===== config.mk =====
export PLATFORM = sky130hd
export DESIGN_NAME = config_chain_loader
export DESIGN_NICKNAME = d
export VERILOG_FILES = /design/src/rtl/config_chain_loader.sv
export SDC_FILE = /design/constraint.sdc
export NUM_CORES = 1
export LEC_CHECK = 0
export BUFFER_PORTS_ARGS = -buffer_cell sky130_fd_sc_hd__buf_2
export CORE_UTILIZATION = 51
export DETAILED_ROUTE_END_ITERATION = 10
export PLACE_DENSITY = 0.73
export SLEW_MARGIN = 10
export SYNTH_ARGS = -nofsm -noshare
export SYNTH_HDL_FRONTEND = slang
export SYNTH_SLANG_ARGS = --single-unit
export TNS_END_PERCENT = 100

===== constraint.sdc =====
create_clock -name config_clk -period 2.2 [get_ports config_clk]
set_clock_uncertainty 0.05 [all_clocks]
set_input_delay 0.44 -clock config_clk [delete_from_list [all_inputs] [get_ports config_clk]]
set_output_delay 0.44 -clock config_clk [all_outputs]
set_load 0.1 [all_outputs]

===== src/rtl/config_chain_loader.sv =====
// -----------------------------------------------------------------------------
// config_chain_loader
//
// Loads the serial configuration chain of a CGRA tile array. Host words arrive
// on a valid/ready stream and are shifted LSB-first into the chain head, one
// bit per cycle. Shifting is gated so the chain holds still once it has taken
// CHAIN_LEN bits. The bits leaving the chain tail are packed back into words
// for readback.
//
// Ports:
//   config_clk      clock for this block and the chain
//   config_reset    synchronous, active-low reset
//   start           one-cycle pulse that begins a load (only honoured in IDLE)
//   abort           synchronous cancel of a load in progress
//   word_valid      host word available
//   word_data       host configuration word, bit 0 shifted first
//   word_ready      loader accepts word_data this cycle
//   chain_data      serial data into the first config_cell
//   chain_shift_en  chain clock-enable; chain shifts at the edge ending a
//                   cycle in which this is 1
//   chain_tail      serial data out of the last config_cell
//   rd_valid        one-cycle pulse, rd_data holds a readback word
//   rd_data         tail bits, first-out bit in bit 0, unfilled bits 0
//   busy            high while loading or shifting
//   done            one-cycle pulse when a full chain load completes
//   configured      level, set with done, cleared by start/abort/reset
// -----------------------------------------------------------------------------
module config_chain_loader #(
    parameter int WORD_W    = 32,
    parameter int CHAIN_LEN = 1024,
    parameter int CNT_W     = 16
) (
    input  logic              config_clk,
    input  logic              config_reset,
    input  logic              start,
    input  logic              abort,
    input  logic              word_valid,
    input  logic [WORD_W-1:0] word_data,
    output logic              word_ready,
    output logic              chain_data,
    output logic              chain_shift_en,
    input  logic              chain_tail,
    output logic              rd_valid,
    output logic [WORD_W-1:0] rd_data,
    output logic              busy,
    output logic              done,
    output logic              configured
);

    localparam int              KW       = (WORD_W > 1) ? $clog2(WORD_W) : 1;
    localparam logic [KW-1:0]   K_LAST   = KW'(WORD_W - 1);
    localparam logic [CNT_W-1:0] BIT_LAST = CNT_W'(CHAIN_LEN - 1);

    typedef enum logic [1:0] {
        ST_IDLE  = 2'd0,
        ST_LOAD  = 2'd1,
        ST_SHIFT = 2'd2,
        ST_DONE  = 2'd3
    } state_t;

    // Place one tail bit into the readback word at the given bit position.
    function automatic logic [WORD_W-1:0] rb_insert(
        input logic [WORD_W-1:0] rb,
        input logic              tail_bit,
        input logic [KW-1:0]     pos
    );
        return rb | (WORD_W'(tail_bit) << pos);
    endfunction

    state_t            state_q, state_d;
    logic [WORD_W-1:0] word_q, word_d;          // remaining bits of the word being shifted
    logic [KW-1:0]     bit_idx_q, bit_idx_d;    // index of the bit on chain_data within its word
    logic [CNT_W-1:0]  bits_sent_q, bits_sent_d;
    logic [WORD_W-1:0] rb_q, rb_d;              // tail bits collected for the current word
    logic              word_ready_q, word_ready_d;
    logic              chain_data_q, chain_data_d;
    logic              chain_shift_en_q, chain_shift_en_d;
    logic              rd_valid_q, rd_valid_d;
    logic [WORD_W-1:0] rd_data_q, rd_data_d;
    logic              busy_q, busy_d;
    logic              done_q, done_d;
    logic              configured_q, configured_d;

    logic [WORD_W-1:0] rb_next;
    logic              last_chain_bit;
    logic              word_end;

    always_comb begin
        state_d        = state_q;
        word_d         = word_q;
        bit_idx_d      = bit_idx_q;
        bits_sent_d    = bits_sent_q;
        rb_d           = rb_q;
        chain_data_d   = 1'b0;
        rd_valid_d     = 1'b0;
        rd_data_d      = rd_data_q;
        configured_d   = configured_q;

        rb_next        = rb_insert(rb_q, chain_tail, bit_idx_q);
        last_chain_bit = (bits_sent_q == BIT_LAST);
        // A word ends on its top bit, or early when the chain fills up; the
        // unused upper bits of a final partial word are simply dropped.
        word_end       = (bit_idx_q == K_LAST) || last_chain_bit;

        case (state_q)
            ST_IDLE: begin
                if (start) begin
                    state_d      = ST_LOAD;
                    bits_sent_d  = '0;
                    configured_d = 1'b0;
                end
            end

            ST_LOAD: begin
                // abort wins over a word offered in the same cycle
                if (abort) begin
                    state_d = ST_IDLE;
                end else if (word_valid && word_ready_q) begin
                    word_d       = word_data >> 1;
                    chain_data_d = word_data[0];
                    bit_idx_d    = '0;
                    rb_d         = '0;
                    state_d      = ST_SHIFT;
                end
            end

            ST_SHIFT: begin
                if (abort) begin
                    // A cancelled load never publishes a partial readback word.
                    state_d = ST_IDLE;
                    rb_d    = '0;
                end else begin
                    // chain_tail is sampled at the same edge that shifts the chain,
                    // so it is the bit that was sitting at the tail before the shift.
                    bits_sent_d = bits_sent_q + CNT_W'(1);
                    if (word_end) begin
                        rd_valid_d = 1'b1;
                        rd_data_d  = rb_next;
                        rb_d       = '0;
                        if (last_chain_bit) begin
                            state_d      = ST_DONE;
                            configured_d = 1'b1;
                        end else begin
                            state_d = ST_LOAD;
                        end
                    end else begin
                        rb_d         = rb_next;
                        bit_idx_d    = bit_idx_q + KW'(1);
                        chain_data_d = word_q[0];
                        word_d       = word_q >> 1;
                    end
                end
            end

            ST_DONE: begin
                state_d = ST_IDLE;
            end

            default: begin
                state_d = ST_IDLE;
            end
        endcase

        // Status outputs are registered copies of the next state so they line
        // up exactly with the state they describe.
        word_ready_d     = (state_d == ST_LOAD);
        chain_shift_en_d = (state_d == ST_SHIFT);
        busy_d           = (state_d == ST_LOAD) || (state_d == ST_SHIFT);
        done_d           = (state_d == ST_DONE);
    end

    always_ff @(posedge config_clk) begin
        if (!config_reset) begin
            state_q          <= ST_IDLE;
            word_q           <= '0;
            bit_idx_q        <= '0;
            bits_sent_q      <= '0;
            rb_q             <= '0;
            word_ready_q     <= 1'b0;
            chain_data_q     <= 1'b0;
            chain_shift_en_q <= 1'b0;
            rd_valid_q       <= 1'b0;
            rd_data_q        <= '0;
            busy_q           <= 1'b0;
            done_q           <= 1'b0;
            configured_q     <= 1'b0;
        end else begin
            state_q          <= state_d;
            word_q           <= word_d;
            bit_idx_q        <= bit_idx_d;
            bits_sent_q      <= bits_sent_d;
            rb_q             <= rb_d;
            word_ready_q     <= word_ready_d;
            chain_data_q     <= chain_data_d;
            chain_shift_en_q <= chain_shift_en_d;
            rd_valid_q       <= rd_valid_d;
            rd_data_q        <= rd_data_d;
            busy_q           <= busy_d;
            done_q           <= done_d;
            configured_q     <= configured_d;
        end
    end

    assign word_ready     = word_ready_q;
    assign chain_data     = chain_data_q;
    assign chain_shift_en = chain_shift_en_q;
    assign rd_valid       = rd_valid_q;
    assign rd_data        = rd_data_q;
    assign busy           = busy_q;
    assign done           = done_q;
    assign configured     = configured_q;

endmodule


======== Word-level counts from Yosys, hierarchy flattened ========
Cells that the tools add are included.
storage, ports and cells
  bits in registers ....................... 126
  output and inout port bits .............. 39
  logic and storage cells ................. 83
operators by class
  add/subtract/negate cells ............... 2
  equality and inequality tests ........... 15
  shift operators ......................... 1
  mux-type cells .......................... 36
  bitwise operators ....................... 4
  reductions and logical operators ........ 12
operators by type and width
  operator                                         count
  two-way mux 32 bit                               8
  one-hot mux 32 bit (2 select lines)              2
  two-way mux 16 bit                               2
  OR 32 bit                                        1
  one-hot mux 16 bit (2 select lines)              1
  << shifter 1 x 5 -> 32 bit                       1
  two-way mux 5 bit                                4
  adder 16 x 1 -> 16 bit, second input constant    1
  == test 16 x 10 -> 1 bit, second input constant  1
  != test 2 bit, second input constant             7
  two-way mux 2 bit                                6
  one-hot mux 5 bit (2 select lines)               1
  AND reduction 5 bit                              2
  two-way mux 1 bit                                9
  AND reduction 3 bit                              3
  == test 2 bit, second input constant             4
  one-hot mux 2 bit (4 select lines)               1
  adder 5 x 1 -> 5 bit, second input constant      1
  == test 5 bit, second input constant             1
  == test 2 x 1 -> 1 bit, second input constant    2
  one-hot mux 1 bit (2 select lines)               2
  nonzero test 2 bit                               2
  inverter 1 bit                                   3
  OR reduction 3 bit                               1
  other kinds (3)                                  4

======== Depth between registers and ports, before layout ========
  depth in word-level cells ............... 7
  depth in mapped cells ................... 10

======== Worst setup path after synthesis ========
No wires, ideal clock.
  path type ............................... register -> register
  start ................................... reg word_ready_q (netlist: word_ready)
  end ..................................... reg word_q[20]
  library setup time ...................... 0.059 ns
  data arrival time ....................... 2.232 ns
  path slack .............................. -0.141 ns
  cell stages (with the launch flop) ...... 6
  buffers on the path ..................... 1
  clock period less this slack ............ 2.341 ns
  path through ............................ dfxtp_1 > nand4b_1 > a21boi_0 > a21oi_1 > clkbuf_1 > o221a_2
on the way
  cells in the longest elaborated chain, start to end .. 3
ends and longest elaborated chain
  what                           RTL line  source
  start, declared                75        logic word_ready_q, word_ready_d;
  start signal, assigned         193       word_ready_q <= word_ready_d;
  logical AND 1 bit              118       end else if (word_valid && word_ready_q) begin
  != test 2 bit (no line)        --
  AND reduction 5 bit (no line)  --
  end signal, assigned           189       word_q <= word_d;
  end, declared                  71        logic [WORD_W-1:0] word_q, word_d;
No other way between the ends.
A chain may end at the register's enable or synchronous reset.

======== Worst setup path after layout ========
  start ................................... reg bits_sent_q[10]
  end ..................................... reg busy_q (netlist: busy)
on the way
  cells in the longest elaborated chain, start to end .. 7
  elaborated cells on any way between the ends .. 9
  classes of those cells .................. 3 x eq/ne; 4 x mux; 2 x reduce/logical
ends and longest elaborated chain
  what                                                     RTL line  source
  start, declared                                          73        logic [CNT_W-1:0] bits_sent_q, bits_sent_d;
  start signal, assigned                                   191       bits_sent_q <= bits_sent_d;
  == test 16 x 10 -> 1 bit (*)                             100       last_chain_bit = (bits_sent_q == BIT_LAST);
  logical OR 1 bit (*)                                     103       word_end = (bit_idx_q == K_LAST) || last_chain_bit;
  two-way mux 2 bit (*)                                    136       if (word_end) begin
  two-way mux 2 bit (*)                                    128       if (abort) begin
  one-hot mux 2 bit (4 select lines) (*)                   105       case (state_q)
  named net state_d[0]                                     70        state_t state_q, state_d;
  == test 2 x 1 -> 1 bit or == test 2 bit (tied branches)  168       busy_d = (state_d == ST_LOAD) || (state_d == ST_SHIFT);
  logical OR 1 bit (*)                                     168
  end signal, assigned                                     198       busy_q <= busy_d;
  end, declared                                            80        logic busy_q, busy_d;
Mark *: on every way through the listed nets, which the timed path passes. The rest lies on a longest branch.

==> results.toml <==
[floorplan]
io_pins = 77
rows = 36
dieArea_mm2 = 0.0109
fp.dieH_um = 104
core_area_mm2 = 0.00995
start_util_pct = 53.6
die_x_um = 104

[clock_network]
clockBufferDepth = 2
hold_buffers = 0
numCtsBuffers = 17
cts_tree = "yes"
clkSlewWorstSetupHoldPaths_ps = 60
htreeDepth = 4
cts-root-buf = "clkbuf_8"
clk_latency_ps = 510
cts.sinks = 125

[global_route]
antenna_found_initial = 0
overflow = 0
grt_max_degree = 44
grt_first_pass_wirelength_um = 22400
grt_pass1_vias = 4630
track_usage_pct = 25.4

[outcome]
status = "completed"

[yosys]
netlist_area_mm2 = 0.00533
seq_area_frac_synth_pct = 46.9
synth_area_per_cell_um2 = 9.19
ys.flop_type = "dfxtp_1"
yosysTopAreaCell = "dfxtp_1"
yosysMostFrequentCell = "dfxtp_1"
synth.distinct_cells = 52
synth_commonest_cells = "dfxtp_1, a21oi_1, nand2_1"
yosysWarnings = 0
synthTopCellsByArea = "dfxtp_1, a21oi_1, o221a_2, a211oi_1, o21a_1"
synth.net_count = 627
async_reset_ff_share_pct = 0
synth-seq-cells = 125
synth_top_area_share_pct = 46.9
synth_edf_count = 0
netlist_instances = 580

[finish]
area_growth_pct = 24.4
final_layout_size_suffix_gt1_share_pct = 27.7
finalCoreUtilization_pct = 66.7
antenna_cells = 0
layout.nets = 716
instances_no_fill = 812

[setup_path]
cp.required_ps = 2530
worstSetupPathType = "reg2reg"
crit_path_max_fanout = 4
critPathCaptureType = "flip-flop"
critical_path.startpoint_type = "flip-flop"
cp.arrival_ps = 2500

[job]
drv_cap = 0

[place]
dp_hpwl_um = 8640
placedCellCount = 781
port_buffers = 76
pre_cts_ws_ps = -25.4
gp_congestion = 0.812

[timing]
whs_ps = 192
min_period_ps = 2170
drv_slew = 0
clock.fmax_mhz = 461
setup_ws_ps = 32.8
tightest_slew_ps = 548
rsz0062_at_grt = "true"
setup_violations = 0
slew_headroom_pct = 63.4
hold_viol = 0
timing.final.crit_share_pct = 98.5

[power]
power.total_mw = 5.14
p_leak_nw = 2.53
p_per_area_mw_per_mm2 = 775
peakVddDrop_v = 0.000368

[detailed_routing]
num_vias = 4880
wirelength_um = 13300
routed_via_density = 6.01
first_pass_iters = 6
wl_per_cell_um = 16.4
drc = 0
drtIter0Drc = 337
detail-route-antenna-nets = 0

[worst_hold_path]
hold_class = "in2reg"
placed cells by master (no fill, tap or decap), types with 9 or more instances in the layout:
cell type	Yosys	layout
nand3_1	15	14
o22ai_1	33	33
nand2_1	50	50
o21a_1	31	31
nor2_1	15	14
a21oi_1	77	76
buf_2	10	76
dfxtp_1	125	123
clkbuf_16	0	16
o221a_2	29	29
o21ai_0	9	9
inv_1	11	11
a211oi_1	33	33
buf_4	4	36
per-stage QoR:
step / cell area, um2 / TNS (ps)
3_3_place_gp: 6050 / 0
6_report: 6640 / 0
5_1_grt: 6640 / -482
3_5_place_dp: 6050 / -54.8
4_1_cts: 6610 / 0
2_1_floorplan: 5340 / 0
flip-flops by register name (all words and copies together), names as in the netlist:
signal / count
chain_data: 1
bit_idx_q: 5
word_q: 31
rd_valid: 1
bits_sent_q: 16
busy: 1
done: 1
rb_q: 32
chain_shift_en: 1
word_ready: 1
rd_data: 32
configured: 1
state_q: 2
final timing paths:
check	startpoint	endpoint	cells after the start	slack, ps
max	bits_sent_q[10]$_SDFFE_PN0P_	busy$_SDFF_PN0_	6	30
min	word_data[31]	word_q[30]$_SDFFE_PN0P_	3	190
max reg2reg	bits_sent_q[10]$_SDFFE_PN0P_	busy$_SDFF_PN0_	6	30
min reg2reg	rb_q[10]$_SDFFE_PN0P_	rb_q[10]$_SDFFE_PN0P_	2	410
report_power, final:
part	internal [mW]	switching, mW
sequential	2.28	0.0106
clock	1.67	0.947
combinational	0.0906	0.135
critical path: stages (launching register included):
cell	delay (ps)
dfxtp_1	310
or4_4	580
o41a_1	390
o311ai_2	300
inv_1	80
ha_1	290
nor2_1	40
cell families after synthesis:
| kind of cell | count (synthesis) | share of synthesized area (%) |
|---|---|---|
| buffers and inverters | 60 | 4.74 |
| XOR/XNOR | 6 | 0.985 |
| multiplexers | 3 | 0.587 |
| AND/OR/NAND/NOR | 143 | 14.0 |
| flip-flops | 125 | 46.9 |
| AO/OA/AOI/OAI | 234 | 30.7 |
| adder cells (fa/ha/maj) | 9 | 2.11 |
repair_timing:
action | in CTS | in global routing
gates resized for setup | 1 | 4
setup endpoints to repair | 4 | 62
pin swaps | 0 | 1
buffers inserted | 0 | 2
routing by layer:
layer	GRT usage, %	share of wire (%)
met1	34.1	46
met2	39.3	47
met3	6.02	5.8
met4	10.2	1.5
met5	0	0
final cells by class:
type	count	area, um2
flip-flops and latches	125	2500
multi-input cells	395	2610
clock inverters	7	90.1
well taps	133	166
fillers	808	3320
clock buffers	22	463
repair buffers	118	753
inverters	12	45.0
Power figures use the tool's default switching activity.
